==> src/rtl/clk_div_pkg.sv <==
// Shared types and helpers for the programmable clock-divider controller.
package clk_div_pkg;

  typedef enum logic [1:0] {
    IDLE = 2'd0,
    RUN  = 2'd1,
    STOP = 2'd2
  } state_t;

  localparam int PCNT_W = 8;

  // A half-period of zero cannot produce a clock, so it is rejected at the port.
  function automatic logic is_valid_half(input logic [31:0] half);
    return half != 32'd0;
  endfunction

endpackage

==> src/rtl/clk_div_core.sv <==
// Half-period counter and toggle flop. The first count cycle after run rises
// is an arming cycle, so the first low half is measured from a clean cnt=0.
module clk_div_core #(
  parameter int CNT_W = 16
) (
  input  logic             clk,
  input  logic             rst,
  input  logic             run,
  input  logic [CNT_W-1:0] half,
  output logic             clk_out,
  output logic             rise,
  output logic             fall,
  output logic             boundary
);

  logic [CNT_W-1:0] cnt;
  logic             armed;
  logic             at_end;
  logic             rise_now;

  // End of a half-period; boundary is the high->low toggle that closes a period.
  assign at_end   = run && armed && (cnt == half - CNT_W'(1));
  assign boundary = at_end && clk_out;
  assign rise_now = at_end && !clk_out;

  // Counter, toggle and registered edge pulses; everything clears when not running.
  always_ff @(posedge clk) begin
    if (rst || !run) begin
      cnt     <= '0;
      clk_out <= 1'b0;
      armed   <= 1'b0;
      rise    <= 1'b0;
      fall    <= 1'b0;
    end else begin
      armed <= 1'b1;
      rise  <= rise_now;
      fall  <= boundary;
      if (!armed) begin
        cnt <= '0;
      end else if (at_end) begin
        cnt     <= '0;
        clk_out <= ~clk_out;
      end else begin
        cnt <= cnt + CNT_W'(1);
      end
    end
  end

endmodule

==> src/rtl/clk_div_ctrl.sv <==
// Clock-divider controller: run/stop sequencing, config handshake with a
// single pending slot, and a completed-period counter around clk_div_core.
// Handshake: a config transfers on any edge where cfg_valid && cfg_ready;
// cfg_ready is low exactly while a nonzero value waits in the pending slot.
module clk_div_ctrl
  import clk_div_pkg::*;
#(
  parameter int CNT_W    = 16,
  parameter int DEF_HALF = 5
) (
  input  logic              clk,
  input  logic              rst,
  input  logic              en,
  input  logic              cfg_valid,
  input  logic [CNT_W-1:0]  cfg_half,
  output logic              cfg_ready,
  output logic              cfg_err,
  output logic              clk_out,
  output logic              rise_pulse,
  output logic              fall_pulse,
  output logic              busy,
  output logic [CNT_W-1:0]  cur_half,
  output logic [PCNT_W-1:0] period_cnt,
  output logic [1:0]        fsm_state
);

  state_t           state;
  state_t           state_nx;
  logic             pend_v;
  logic [CNT_W-1:0] pend;
  logic             boundary;
  logic             accept;
  logic             run;

  assign cfg_ready = !pend_v;
  assign accept    = cfg_valid && cfg_ready;
  assign run       = (state != IDLE);
  assign busy      = run;
  assign fsm_state = state;

  clk_div_core #(.CNT_W(CNT_W)) u_core (
    .clk      (clk),
    .rst      (rst),
    .run      (run),
    .half     (cur_half),
    .clk_out  (clk_out),
    .rise     (rise_pulse),
    .fall     (fall_pulse),
    .boundary (boundary)
  );

  // State register.
  always_ff @(posedge clk) begin
    if (rst) state <= IDLE;
    else     state <= state_nx;
  end

  // Next state: STOP only retires at a period boundary; a returning en wins.
  always_comb begin
    state_nx = state;
    case (state)
      IDLE:    if (en) state_nx = RUN;
      RUN:     if (!en) state_nx = STOP;
      STOP: begin
        if (en)            state_nx = RUN;
        else if (boundary) state_nx = IDLE;
      end
      default: state_nx = IDLE;
    endcase
  end

  // Config slot: load on accept, apply immediately when idle, else at a boundary.
  always_ff @(posedge clk) begin
    if (rst) begin
      pend_v   <= 1'b0;
      pend     <= '0;
      cur_half <= CNT_W'(DEF_HALF);
      cfg_err  <= 1'b0;
    end else begin
      cfg_err <= accept && !is_valid_half(32'(cfg_half));
      if (pend_v && (state == IDLE || boundary)) begin
        cur_half <= pend;
        pend_v   <= 1'b0;
      end
      if (accept && is_valid_half(32'(cfg_half))) begin
        pend   <= cfg_half;
        pend_v <= 1'b1;
      end
    end
  end

  // Completed-period counter, advanced on every falling toggle.
  always_ff @(posedge clk) begin
    if (rst)           period_cnt <= '0;
    else if (boundary) period_cnt <= period_cnt + PCNT_W'(1);
  end

endmodule

==> config.mk <==
export PLATFORM = sky130hd
export DESIGN_NAME = clk_div_ctrl
export DESIGN_NICKNAME = d
export VERILOG_FILES = /design/src/rtl/clk_div_pkg.sv /design/src/rtl/clk_div_core.sv /design/src/rtl/clk_div_ctrl.sv
export SDC_FILE = /design/constraint.sdc
export NUM_CORES = 1
export LEC_CHECK = 0
export ABC_AREA = 1
export BUFFER_PORTS_ARGS = -buffer_cell sky130_fd_sc_hd__clkbuf_2
export CAP_MARGIN = 20
export CORE_MARGIN = 2
export CORE_UTILIZATION = 50
export CTS_CLUSTER_SIZE = 20
export DETAILED_ROUTE_END_ITERATION = 6
export GPL_TIMING_DRIVEN = 1
export PLACE_DENSITY_LB_ADDON = 0.12
export SLEW_MARGIN = 20
export SYNTH_ARGS = -nofsm -noshare
export SYNTH_HDL_FRONTEND = slang
export SYNTH_SLANG_ARGS = --single-unit
==> constraint.sdc <==
create_clock -name clk -period 3.13 [get_ports clk]
set_clock_uncertainty 0.2 [all_clocks]
set_input_delay 0.4695 -clock clk [delete_from_list [all_inputs] [get_ports clk]]
set_output_delay 0.4695 -clock clk [all_outputs]
set_load 0.005 [all_outputs]
* Word-level counts from Yosys, hierarchy flattened
Index checks and enable logic that the tools add are counted.
Storage, ports and cells: output and inout port bits 32, bits in registers 64, input bits 20, word-level logic and storage cells 51
Operators by class: eq/ne operators 6, multiplexer cells 8, add/sub/neg operators 3, bitwise logic cells 2, reductions and logical operators 21
Operators by type and width (count):
- $add 16x1->16 const B | 1
- $eq 16x16->1 | 1
- $reduce_bool 16->1 | 1
- $sub 16x1->16 const B | 1
- $add 8x1->8 const B | 1
- $logic_and 1x1->1 | 8
- $mux 2 | 4
- $pmux 2 s3 | 1
- $logic_not 1->1 | 4
- $ne 2x2->1 const B | 2
- $reduce_bool 2->1 | 2
- $mux 1 | 3
- $ne 3x3->1 const B | 1
- $reduce_and 3->1 | 1
- $reduce_or 3->1 | 1
- $eq 2x1->1 const B | 1
- $eq 2x2->1 const B | 1
- $logic_not 2->1 | 1
- $logic_or 1x1->1 | 2
- $not 1->1 | 2
- $reduce_and 2->1 | 1

* Depth between registers and ports, before layout
Gate-level depths: netlist (run 1).
depth in word-level cells 8, gate-level depth with buffers 16, gate-level depth less buffers 16

* Cells and area by module
A second synthesis (run 1) with hierarchy kept.
Second synthesis, totals: cells, all modules 506, area, all modules 3310.7 um^2
By module, submodules not included:
- clk_div_ctrl | times used 1, cells an instance 254, area each 1803.0 um^2, sequential area each 880.8 um^2
- clk_div_core | times used 1, cells an instance 252, area each 1507.7 um^2, sequential area each 400.4 um^2

* Worst setup path after synthesis (run 1)
Ideal clock, no wire load.
kind register -> register, start point register cur_half[0], end point register cur_half[11], arrival time 1.941 ns, slack 0.874 ns, cell stages (with the launch flop) 15, data required time 2.815 ns, setup time 0.115 ns, buffers on the path 1, clock period less this slack 2.256 ns, cells stage by stage dfxtp_1 > inv_1 > ha_1 > nand2_4 > nor2_4 > nand2_2 > xnor2_2 > nand3_2 > nor2_4 > nand3_4 > nand2_4 > buf_6 > nand3_1 > nand2_1 > nor2_1
Between the ends: cells in the longest elaborated chain, start to end 6
RTL lines:
- start, declared | line clk_div_ctrl.sv:22 | output logic [CNT_W-1:0] cur_half,
- start signal, assigned | line clk_div_ctrl.sv:77 | cur_half <= CNT_W'(DEF_HALF);
- start signal, assigned | line clk_div_ctrl.sv:82 | cur_half <= pend;
- $sub 16x1->16 | line clk_div_core.sv:22 | assign at_end = run && armed && (cnt == half - CNT_W'(1));
- $eq 16x16->1 | line clk_div_core.sv:22
- $logic_and 1x1->1 | line clk_div_core.sv:22
- $logic_and 1x1->1 | line clk_div_core.sv:23 | assign boundary = at_end && clk_out;
- $logic_or 1x1->1 | line clk_div_ctrl.sv:81 | if (pend_v && (state == IDLE || boundary)) begin
- $logic_and 1x1->1 | line clk_div_ctrl.sv:81
No other way between the ends. A chain may end at the register's enable or synchronous reset.

* Worst setup path in the final report (run 1)
start point register cur_half[0], end point register cur_half[2]
Same word-level chain as after synthesis.

==> impl_metrics.yaml, run 1 <==
yosys:
  synthesis.nets: 529
  syn-cell-area_sq_um: 3448
  synth_cell_type_count: 32
  synth_most_common_cell: "nand2_1"
  ys_seq_area_frac: 0.3716
  synth_cells: 506
  yosys_warnings: 0
  synth_area_leaders: "dfxtp_1, nand2_1, nor2_1"
  synthTopCellsByCount: "nand2_1, nor2_1, dfxtp_1, inv_1, nand3_1"
  synth-main-ff-cell: "dfxtp_1"
  synth_top_area_share: 0.3716
  syn_area_per_cell_sq_um: 6.815
  synth_top_cell_by_area: "dfxtp_1"
  synth-edff-count: 0
  ys_ff_latch: 64
  async_reset_ff_frac: 0
drt:
  met3WireLength_um: 348
  wl_met1_mm: 3.749
  routed.top_layer: "met4"
  wl_per_cell_um: 12.46
  drt_iter0_markers: 123
  viasPerCell: 5.202
  vias: 3324
  met2WireLength_mm: 3.765
  ant_nets: 0
  drc_errors: 0
  first_pass_iters: 4
  drt-total-wl_mm: 7.965
worst_setup_path:
  r2r-end: "cur_half[2]"
  cpPeakStageDelay_ns: 0.36
  worstPathArrival_ns: 2.72
  endpoint_kind: "register"
  path_cells: "inv_1 -> ha_1 -> nand2_4 -> nor2_4 -> nand2_1 -> nand2_1 -> nand2_1 -> inv_2 -> nand3_1 -> nor2_4 -> nand3_4 -> nand2_4 -> nand2_1 -> nand2_1 -> nand3_1"
  r2r_slack_ns: 0.43
  r2r_cells: 15
  cp_max_fo: 31
  slowest_stage: "ha_1"
  startpoint_type: "register"
  crit_family: "simple AND/OR/NAND/NOR gates"
  path_depth: 15
  crit_type: "reg -> reg"
  required_ns: 3.15
  cpMostUsedCell: "nand2_1"
  rr_startpoint: "cur_half[0]"
  critPathBufInv: 2
final_layout:
  fin_cells: 639
  syn2layout_area_growth_pct: 14.62
  fin_util: 0.5883
  insertedDiodeCount: 0
  nets: 577
  drive_gt1_frac: 0.1628
  finish.instance_area_sq_um: 3953
clock_tree:
  cts.sinks: 64
  cts_tree: "done"
  cts_made_buffers: 9
  clk_path_buf_depth: 2
  cts_resized: 0
  holdBufCountCts: 0
  root_buffer: "clkbuf_8"
  htreeDepth: 3
  clk_latency_ns: 0.35
  post-cts-setup-buffer-count: 0
  path_clk_slew_ns: 0.07
sta:
  slew_headroom: 0.4514
  rsz0062_at_grt: "false"
  fin_crit_sh: 0.8631
  max_freq_ghz: 0.3702
  finalSetupViolations: 0
  hold_viol_final: 0
  setup_ws_ns: 0.4286
  worst_pin_slew_ns: 0.8205
  fin_tns_setup_ns: 0
  worst_hold_slack_ns: 0.1583
  slew_violations: 0
  post-route-min-period_ns: 2.701
floorplan:
  dieArea_sq_um: 7577
  rows: 30
  start_util: 0.5132
  core_sq_um: 6719
  dieWidth_um: 87.05
  num_io_pins: 52
  die_y_um: 87.05
placement:
  port_buffers: 51
  place_ws_ns: 0.4449
  dp_hpwl_mm: 5.982
  placed_area_sq_um: 3734
  gp_congestion: 0.9599
  dp.cells: 623
pwr:
  leakagePower_nw: 1.796
  peakVddDrop_mv: 0.3388
  p_total_mw: 1.966
  p_per_area_nw_per_um2: 497.4
grt:
  grt_overflow: 0
  grt_usage: 0.2205
  grt_first_pass_wirelength_mm: 13.10
  grt_max_degree: 35
  grt_pass1_vias: 3003
  antenna_found_initial: 0
min_path:
  hold_depth: 3
  hold_end: "fsm_state[0]"
  hold_start: "en"
  hp-class: "in -> reg"
status:
  status: "finished clean"
run:
  drv_cap: 0
cell usage in the layout, fill, tap and decap left out, drive strengths merged, types with 2 or more instances in the layout:
cell type,count
a21oi,40
and3,2
buf,4
bufinv,2
clkbuf,60
clkinv,4
dfxtp,64
ha,3
inv,59
nand2,100
nand3,50
nand3b,5
nand4,10
nor2,83
nor3,12
nor3b,2
nor4,5
o21ai,26
xnor2,6
xor2,19
logic make-up after synthesis:
| family | Yosys count | synth area share |
|---|---|---|
| fa+ha+maj | 3 | 0.01089 |
| simple gates | 271 | 0.3628 |
| buf+inv | 77 | 0.09325 |
| flops | 64 | 0.3716 |
| xor+xnor | 25 | 0.06568 |
| compound gates | 66 | 0.09579 |
report_power, final:
group | total (mW) | switching, mW | internal, mW
logic | 0.290 | 0.183 | 0.107
registers | 0.882 | 0.0336 | 0.849
clock network | 0.794 | 0.345 | 0.449
final cells by class:
type / instances / area, sq um
Fill cell: 665 / 2766
Multi-Input combinational cell: 365 / 1846
Clock buffer: 9 / 123.9
Timing Repair Buffer: 55 / 285.3
Inverter: 59 / 221.5
Tap cell: 80 / 100.1
Sequential cell: 64 / 1281
Clock inverter: 7 / 95.09
metal layers:
layer,GRT usage,vias up
met5,0,-
met4,0.06818,0
met3,0.05592,11
met2,0.3588,62
met1,0.2869,1520
li1,-,1731
sequential cells by signal, summed over array words and instances, names as in the netlist:
| signal | flops |
|---|---|
| fsm_state | 2 |
| u_core.rise | 1 |
| cfg_err | 1 |
| u_core.armed | 1 |
| pend_v | 1 |
| period_cnt | 8 |
| u_core.cnt | 16 |
| u_core.clk_out | 1 |
| u_core.fall | 1 |
| cur_half | 16 |
| pend | 16 |
worst max path at each step:
stage                      startpoint      endpoint  slack, ns
after floorplan           cur_half[0]  cur_half[11]       0.87
after global placement    cur_half[0]   cur_half[2]       0.58
after CTS                 cur_half[0]   cur_half[2]       0.43
final                     cur_half[0]   cur_half[2]       0.43
after detailed placement  cur_half[0]   cur_half[2]       0.44
after global routing      cur_half[0]   cur_half[2]       0.18
worst register-to-register path, delay by kind of cell (launching register included):
kind / cells / cell delay [ns]
buffers and inverters: 2 / 0.19
DFF: 1 / 0.35
adders and majority gates: 1 / 0.36
and+or+nand+nor: 12 / 1.50
Power figures use the tool's default switching activity.
==> run 2, diff against run 1 <==
--- a/config.mk
+++ b/config.mk
@@ -10,10 +10,11 @@
 export CAP_MARGIN = 20
 export CORE_MARGIN = 2
 export CORE_UTILIZATION = 50
+export CTS_CLUSTER_DIAMETER = 100
 export CTS_CLUSTER_SIZE = 20
 export DETAILED_ROUTE_END_ITERATION = 6
 export GPL_TIMING_DRIVEN = 1
-export PLACE_DENSITY_LB_ADDON = 0.12
+export PLACE_DENSITY = 0.71
 export SLEW_MARGIN = 20
 export SYNTH_ARGS = -nofsm -noshare
 export SYNTH_HDL_FRONTEND = slang
==> run 2 against run 1 <==
Critical path depth is the same. Sequential share of layout area grew 0.27 points. Sequential power is essentially flat. Combinational power is essentially flat. Design area shrank 0.82%. Die area is the same. Flip-flop and latch count is the same. Via count shrank 2.9%. Setup slack lost 0.0073 ns. First-iteration DRC count grew 62%. Critical path type unchanged. Highest routed layer unchanged.
==> impl_metrics.yaml, run 2 (same netlist as run 1, synthesis figures left out) <==
clock_tree:
  htreeDepth: 3
  post-cts-setup-buffer-count: 0
  cts.sinks: 64
  cts_made_buffers: 9
  clk_latency_ns: 0.34
  holdBufCountCts: 0
  cts_resized: 0
  cts_tree: "done"
  clk_path_buf_depth: 2
  path_clk_slew_ns: 0.07
  root_buffer: "clkbuf_8"
sta:
  slew_headroom: 0.4734
  worst_hold_slack_ns: 0.1576
  rsz0062_at_grt: "false"
  worst_pin_slew_ns: 0.7877
  slew_violations: 0
  hold_viol_final: 0
  finalSetupViolations: 0
  max_freq_ghz: 0.3692
  fin_crit_sh: 0.8654
  fin_tns_setup_ns: 0
  post-route-min-period_ns: 2.709
placement:
  gp_congestion: 0.8999
  dp_hpwl_mm: 5.987
  dp.cells: 622
  port_buffers: 51
floorplan:
  die_y_um: 87.05
  rows: 30
  core_sq_um: 6719
  dieArea_sq_um: 7577
  start_util: 0.5132
  num_io_pins: 52
  dieWidth_um: 87.05
final_layout:
  layout.area.seq_sq_um: 1281
  multi_input_area_sq_um: 1846
  fin_cells: 637
  insertedDiodeCount: 0
  nFillCells: 658
  mostFrequentLayoutCells: "nand2_1, nor2_1, dfxtp_1, inv_1, clkbuf_2"
  drive_gt1_frac: 0.1598
  top_regs: "cur_half x16, pend x16, u_core.cnt x16"
  syn2layout_area_growth_pct: 13.68
  nets: 576
  mostFrequentLayoutCell: "nand2_1"
grt:
  grt_max_degree: 38
  use_met2: 0.3518
  grt_overflow: 0
  grt_first_pass_wirelength_mm: 13.61
  antenna_found_initial: 0
  grt_busiest_layer: "met2"
  grt_usage: 0.2272
  grt_pass1_vias: 3007
  met3_usage: 0.06066
  use_met1: 0.3030
worst_setup_path:
  required_ns: 3.15
  worstPathArrival_ns: 2.73
  cp_max_fo: 31
  endpoint_kind: "register"
  startpoint_type: "register"
  crit_type: "reg -> reg"
pwr:
  p_per_area_nw_per_um2: 478.4
  peakVddDrop_mv: 0.2902
  leakagePower_nw: 1.770
  p_total_mw: 1.875
run:
  drv_cap: 0
drt:
  drt-total-wl_mm: 7.839
  ant_nets: 0
  viasPerCell: 5.068
  first_pass_iters: 4
  wl_per_cell_um: 12.31
  drt_iter0_markers: 199
  vias: 3228
  drc_errors: 0
min_path:
  hp-class: "in -> reg"
status:
  status: "finished clean"
-- run 2: final timing paths --
path | from | endpoint | slack [ns] | cells past startpoint
setup / recovery | cur_half[0] | cur_half[2] | 0.42 | 15
hold / removal | en | fsm_state[0] | 0.16 | 3
setup reg to reg | cur_half[0] | cur_half[2] | 0.42 | 15
hold reg to reg | pend[7] | pend[7] | 0.26 | 2
-- run 2: routing by layer --
metal | part of all wire | vias up
met5 | 0 | -
met4 | 0.015 | 0
met3 | 0.041 | 13
met2 | 0.46 | 82
met1 | 0.49 | 1403
li1 | - | 1730
-- run 2: metrics by stage --
stage               worst slack, ns  cell area [sq um]  utilization
finish                       0.4213               3920       0.5834
detailed placement           0.4822               3726       0.5546
CTS                          0.4583               3920       0.5834
floorplan                    0.8744               3448            -
global placement             0.5620               3726       0.5546
global route                 0.2045               3920       0.5834
-- run 2: power by group --
group          switching (mW)  internal, mW  total, mW
combinational           0.183         0.106      0.289
clock                   0.337         0.367      0.704
sequential             0.0332         0.849      0.882
total                   0.554          1.32       1.88
-- run 2: area by class of cell --
cell class | count | area share
multi-input combinational | 365 | 0.4708
sequential | 64 | 0.3268
timing repair buffer | 54 | 0.07086
inverter | 59 | 0.05650
clock buffer | 9 | 0.03160
tap | 80 | 0.02553
clock inverter | 6 | 0.01787
-- run 2: critical path, stage by stage, from the launching register on --
cell and delay (ns):
dfxtp_1 0.36, inv_1 0.12, ha_1 0.33, nand2_4 0.11, nor2_4 0.15, nand2_1 0.06, nand2_1 0.10, nand2_1 0.09
inv_2 0.06, nand3_1 0.12, nor2_4 0.16, nand3_4 0.16, nand2_4 0.30, nand2_1 0.12, nand2_1 0.07, nand3_1 0.06
